### config.mk
export PLATFORM = sky130hd
export DESIGN_NAME = sha_multi_round_stage
export DESIGN_NICKNAME = d
export VERILOG_FILES = /design/src/rtl/sha_multi_round_stage.sv
export SDC_FILE = /design/constraint.sdc
export NUM_CORES = 2
export LEC_CHECK = 0
export BUFFER_PORTS_ARGS = -buffer_cell sky130_fd_sc_hd__buf_4
export CAP_MARGIN = 10
export CORE_AREA = 4 4 607 609
export DETAILED_ROUTE_END_ITERATION = 8
export DIE_AREA = 0 0 611 613
export SLEW_MARGIN = 0
export SYNTH_ARGS = -nofsm -noshare
export SYNTH_HDL_FRONTEND = slang
export SYNTH_SLANG_ARGS = --single-unit
### constraint.sdc
create_clock -name clk -period 6.08 [get_ports clk]
set_clock_uncertainty 0.05 [all_clocks]
set_input_delay 0.608 -clock clk [delete_from_list [all_inputs] [get_ports clk]]
set_output_delay 0.608 -clock clk [all_outputs]
set_load 0.1 [all_outputs]
### src/rtl/sha_multi_round_stage.sv
// One pipeline stage of a SHA-256 compression core: ROUNDS chained rounds starting at
// round K_BASE, a matching advance of the 16-word schedule window, and one output register.
module sha_multi_round_stage #(
  parameter int K_BASE = 0,
  parameter int ROUNDS = 1,
  parameter int EXPAND = 1
) (
  input  logic              clk,
  input  logic              rst,
  input  logic [7:0][31:0]  state_i,
  input  logic [15:0][31:0] W_i,
  input  logic              valid_i,
  input  logic              newblock_i,
  output logic              ready_o,
  output logic [7:0][31:0]  state_o,
  output logic [15:0][31:0] W_o,
  output logic              valid_o,
  output logic              newblock_o,
  input  logic              ready_i
);

  if (ROUNDS != 1 && ROUNDS != 2 && ROUNDS != 4) begin : g_bad_rounds
    $error("sha_multi_round_stage: ROUNDS must be 1, 2 or 4");
  end
  if (K_BASE < 0 || K_BASE + ROUNDS > 64) begin : g_bad_base
    $error("sha_multi_round_stage: K_BASE+ROUNDS must not exceed 64");
  end

  localparam logic [31:0] K_TABLE [64] = '{
    32'h428a2f98, 32'h71374491, 32'hb5c0fbcf, 32'he9b5dba5, 32'h3956c25b, 32'h59f111f1, 32'h923f82a4, 32'hab1c5ed5,
    32'hd807aa98, 32'h12835b01, 32'h243185be, 32'h550c7dc3, 32'h72be5d74, 32'h80deb1fe, 32'h9bdc06a7, 32'hc19bf174,
    32'he49b69c1, 32'hefbe4786, 32'h0fc19dc6, 32'h240ca1cc, 32'h2de92c6f, 32'h4a7484aa, 32'h5cb0a9dc, 32'h76f988da,
    32'h983e5152, 32'ha831c66d, 32'hb00327c8, 32'hbf597fc7, 32'hc6e00bf3, 32'hd5a79147, 32'h06ca6351, 32'h14292967,
    32'h27b70a85, 32'h2e1b2138, 32'h4d2c6dfc, 32'h53380d13, 32'h650a7354, 32'h766a0abb, 32'h81c2c92e, 32'h92722c85,
    32'ha2bfe8a1, 32'ha81a664b, 32'hc24b8b70, 32'hc76c51a3, 32'hd192e819, 32'hd6990624, 32'hf40e3585, 32'h106aa070,
    32'h19a4c116, 32'h1e376c08, 32'h2748774c, 32'h34b0bcb5, 32'h391c0cb3, 32'h4ed8aa4a, 32'h5b9cca4f, 32'h682e6ff3,
    32'h748f82ee, 32'h78a5636f, 32'h84c87814, 32'h8cc70208, 32'h90befffa, 32'ha4506ceb, 32'hbef9a3f7, 32'hc67178f2
  };

  function automatic logic [31:0] rotr(input logic [31:0] x, input int n);
    return (x >> n) | (x << (32 - n));
  endfunction

  function automatic logic [31:0] big_sigma0(input logic [31:0] x);
    return rotr(x, 2) ^ rotr(x, 13) ^ rotr(x, 22);
  endfunction

  function automatic logic [31:0] big_sigma1(input logic [31:0] x);
    return rotr(x, 6) ^ rotr(x, 11) ^ rotr(x, 25);
  endfunction

  function automatic logic [31:0] small_sigma0(input logic [31:0] x);
    return rotr(x, 7) ^ rotr(x, 18) ^ (x >> 3);
  endfunction

  function automatic logic [31:0] small_sigma1(input logic [31:0] x);
    return rotr(x, 17) ^ rotr(x, 19) ^ (x >> 10);
  endfunction

  logic [7:0][31:0]  state_next;
  logic [15:0][31:0] w_next;
  logic [31:0]       t1;
  logic [31:0]       t2;
  logic [31:0]       new_word;

  // State word 0 is a and word 7 is h; every sub-round consumes w[0] then advances the window.
  always_comb begin
    state_next = state_i;
    w_next     = W_i;
    t1         = '0;
    t2         = '0;
    new_word   = '0;
    for (int r = 0; r < ROUNDS; r++) begin
      t1 = state_next[7] + big_sigma1(state_next[4])
         + ((state_next[4] & state_next[5]) ^ (~state_next[4] & state_next[6]))
         + K_TABLE[6'(K_BASE + r)] + w_next[0];
      t2 = big_sigma0(state_next[0])
         + ((state_next[0] & state_next[1]) ^ (state_next[0] & state_next[2]) ^ (state_next[1] & state_next[2]));
      state_next = {state_next[6], state_next[5], state_next[4], state_next[3] + t1,
                    state_next[2], state_next[1], state_next[0], t1 + t2};
      new_word = (EXPAND != 0)
               ? small_sigma1(w_next[14]) + w_next[9] + small_sigma0(w_next[1]) + w_next[0]
               : w_next[0];
      w_next = {new_word, w_next[15:1]};
    end
  end

  assign ready_o = !valid_o || ready_i;

  // Control advances on every ready edge; data only moves when a real beat is captured.
  always_ff @(posedge clk or negedge rst) begin
    if (!rst) begin
      valid_o    <= 1'b0;
      newblock_o <= 1'b0;
      state_o    <= '0;
      W_o        <= '0;
    end else if (ready_o) begin
      valid_o    <= valid_i;
      newblock_o <= newblock_i & valid_i;
      if (valid_i) begin
        state_o <= state_next;
        W_o     <= w_next;
      end
    end
  end

endmodule

==> results.py <==
metrics = {
    "status": {
        "status": "finished, violations left",
        "violations": "negative setup slack",
    },
    "floorplan": {
        "dieHeight_um": 613,
        "die_x_um": 611,
        "io_pins": 1544,
        "coreArea_um2": 362200,
        "dieArea_um2": 374500,
        "row_count": 221,
        "start_util_pct": 11.58,
    },
    "logic_synthesis": {
        "synth_area_um2": 41950,
        "synthArstFlopShare_pct": 100.0,
        "synth_cell_types": 75,
        "yosysWarnings": 0,
        "synthCells": 4822,
        "synth_top_cell_by_area": "dfrtp_1",
        "yosysSeqAreaShare_pct": 45.93,
        "synth_top_cell_area_share_pct": 45.93,
        "synth_area_leaders": "dfrtp_1, nand2_1, fa_1, ha_1, xnor2_1",
        "syn_area_per_cell_um2": 8.700,
        "synth_ff_type": "dfrtp_1",
        "syn_nets": 5904,
        "synth_seq_cells": 770,
        "synth_edf_count": 0,
    },
    "sta": {
        "fin_crit_sh_pct": 100.6,
        "layout_setup_ws_ns": -0.03418,
        "hold_viol": 0,
        "whs_ns": 0.09246,
        "setup_viol": 2,
        "relSlewSlack_pct": 30.44,
        "worst_pin_slew_ns": 1.033,
        "clock.fmax_mhz": 163.6,
        "grt_setup_unrepaired": "yes",
        "period_needed_ns": 6.114,
        "final_max_slew_viol_count": 0,
    },
    "worst_setup_path": {
        "crit_arrival_ns": 6.72,
        "critical_path.most_common_cell": "a21oi_2",
        "setup.worst_path.end_class": "register",
        "cp_max_fo": 5,
        "start_kind": "primary input",
        "crit_required_ns": 6.68,
        "worstRegToRegCells": 5,
        "max_stage_delay_ns": 0.55,
        "cp_slowest_cell": "fa_2",
        "timing_worst_setup_path_type": "in -> reg",
    },
    "cells_and_area": {
        "layout_common_cells": "nand2_1, buf_4, dfrtp_1, dlygate4sd3_1, inv_1",
        "finalInstanceArea_um2": 72650,
        "drive_gt1_share_pct": 30.89,
        "final_nets": 8315,
        "syn2layout_area_growth_pct": 73.17,
        "post-route-util_pct": 20.05,
        "layout_commonest_cell": "nand2_1",
    },
    "power_and_ir_drop": {
        "p_leak_nw": 36.35,
        "p_int_w": 0.02234,
        "p_sw_w": 0.02351,
        "clock_power_share_pct": 15.3,
        "ir_drop_uv": 536.8,
        "p_per_area_nw_per_um2": 631.1,
        "pwr-share-comb_pct": 70.2,
        "seq_power_share_pct": 14.4,
        "swShare_pct": 51.27,
    },
    "placement": {
        "post_dp_cell_area_um2": 61840,
        "dp_hpwl_um": 300400,
        "port_buffers": 1543,
        "gp_congestion": 0.9424,
    },
    "job": {
        "max_cap_viol_count": 0,
    },
    "global_routing": {
        "gr-total-overflow": 0,
        "grt_max_degree": 168,
        "antenna_found_initial": 212,
        "grt_usage_pct": 17.83,
        "grt_pass1_wl_um": 441600,
        "first_global_vias": 44430,
    },
    "worst_hold_path": {
        "whs_path_depth": 4,
        "hp-class": "in -> reg",
    },
    "clocking": {
        "cts-root-buf": "clkbuf_16",
        "numCtsBuffers": 113,
        "cts_tree": "done",
        "clkLatencyLatePin_ns": 0.83,
        "htree_levels": 3,
        "cts_buffer_depth": 4,
        "clkTransAtPathRegs_ns": 0.05,
        "cts_sinks": 770,
    },
    "routing": {
        "drtPass1Iterations": 5,
        "via_count": 43710,
        "wl_um": 348300,
        "wire_per_inst_um": 28.60,
        "drtIter0Drc": 2933,
        "drc_errors": 0,
        "ant_nets": 0,
        "vias_per_cell": 3.590,
    },
}
## area by class of cell
type | instances | area (um2)
Fill cell | 40420 | 289600
Multi-Input combinational cell | 3481 | 21220
Clock buffer | 156 | 3251
Inverter | 327 | 1227
Timing Repair Buffer | 2540 | 20940
Antenna cell | 62 | 155.1
Tap cell | 4794 | 5998
Clock inverter | 46 | 590.6
Sequential cell | 770 | 19270
## critical path: cells and delay by family
| family | cells | cell delay, ns |
|---|---|---|
| xor gates and xnor gates | 4 | 0.65 |
| buffers and inverters | 6 | 0.66 |
| AOI/OAI and AO/OA | 13 | 2.05 |
| adders and majority gates | 7 | 2.56 |
| and+or+nand+nor | 1 | 0.16 |
## per-layer routing
layer / up-vias / routed length (um) / global-route usage [%]
met5: - / 437 / 0
li1: 19910 / - / -
met1: 21060 / 134900 / 20.44
met3: 674 / 49920 / 11.12
met2: 2002 / 148400 / 27.13
met4: 66 / 14630 / 5.761
## worst paths after layout
kind                              start           end  slack, ns
max                        state_i[136]   state_o[23]      -0.03
min                        state_i[208]  state_o[240]       0.09
max reg2reg                     valid_o      W_o[136]       3.30
min reg2reg                    W_o[458]      W_o[458]       0.42
max in group asynchronous           rst      W_o[199]       3.98
min in group asynchronous           rst  state_o[130]       0.33
## power by group through the flow
stage	sequential (W)	combinational [W]	clock (W)
5_1_grt	0.00673	0.0345	0.00748
3_3_place_gp	0.00666	0.0303	0
3_5_place_dp	0.00669	0.0304	0
2_1_floorplan	0.0132	0.0113	0
4_1_cts	0.00662	0.0312	0.00733
6_report	0.00662	0.0322	0.00703
## repair_timing
action                     4_1_cts  5_1_grt
setup endpoints to repair        6       19
resized for setup               23       92
hold endpoints to repair       670        0
hold buffers                   616        0
pin swaps                       21       50
setup buffers                    4        5
## synth_stat cells, drive strengths merged (13+ instances only)
master	count
nand2	2113
dfrtp	770
inv	327
clkbuf	239
xnor2	209
o21ai	191
fa	157
ha	152
xor2	145
a21oi	93
a21o	79
nor2	51
mux2	26
nor3	25
nand3	23
and3	18
o21a	16
nand2b	15
nor2b	15
a31oi	13
o21bai	13
o31ai	13
## state kept, by name (all words and copies together) (netlist names)
signal      cells
W_o           512
newblock_o      1
state_o       256
valid_o         1
## per-stage QoR
step / instances / setup TNS (ns) / power, W / worst slack [ns]
after global placement: 11290 / -24.19 / 0.03693 / -1.113
final: 12180 / -0.04538 / 0.04585 / -0.03418
after global routing: 12160 / -1.045 / 0.04875 / -0.2191
after CTS: 12110 / -0.03526 / 0.04517 / -0.02120
after floorplan: 4822 / -2.592 / 0.02451 / -0.5750
after detailed placement: 11290 / -23.94 / 0.03708 / -1.141
## cell families after synthesis
kind of cell	Yosys count	synth area share, %
flip-flops	770	45.93
buffers and inverters	571	5.112
AND/OR/NAND/NOR	2303	21.39
adder cells (fa/ha/maj)	312	12.10
XOR/XNOR	354	7.391
multiplexers	37	0.9604
AO/OA/AOI/OAI	475	7.116
No activity file was read; power rests on OpenSTA's default activity.
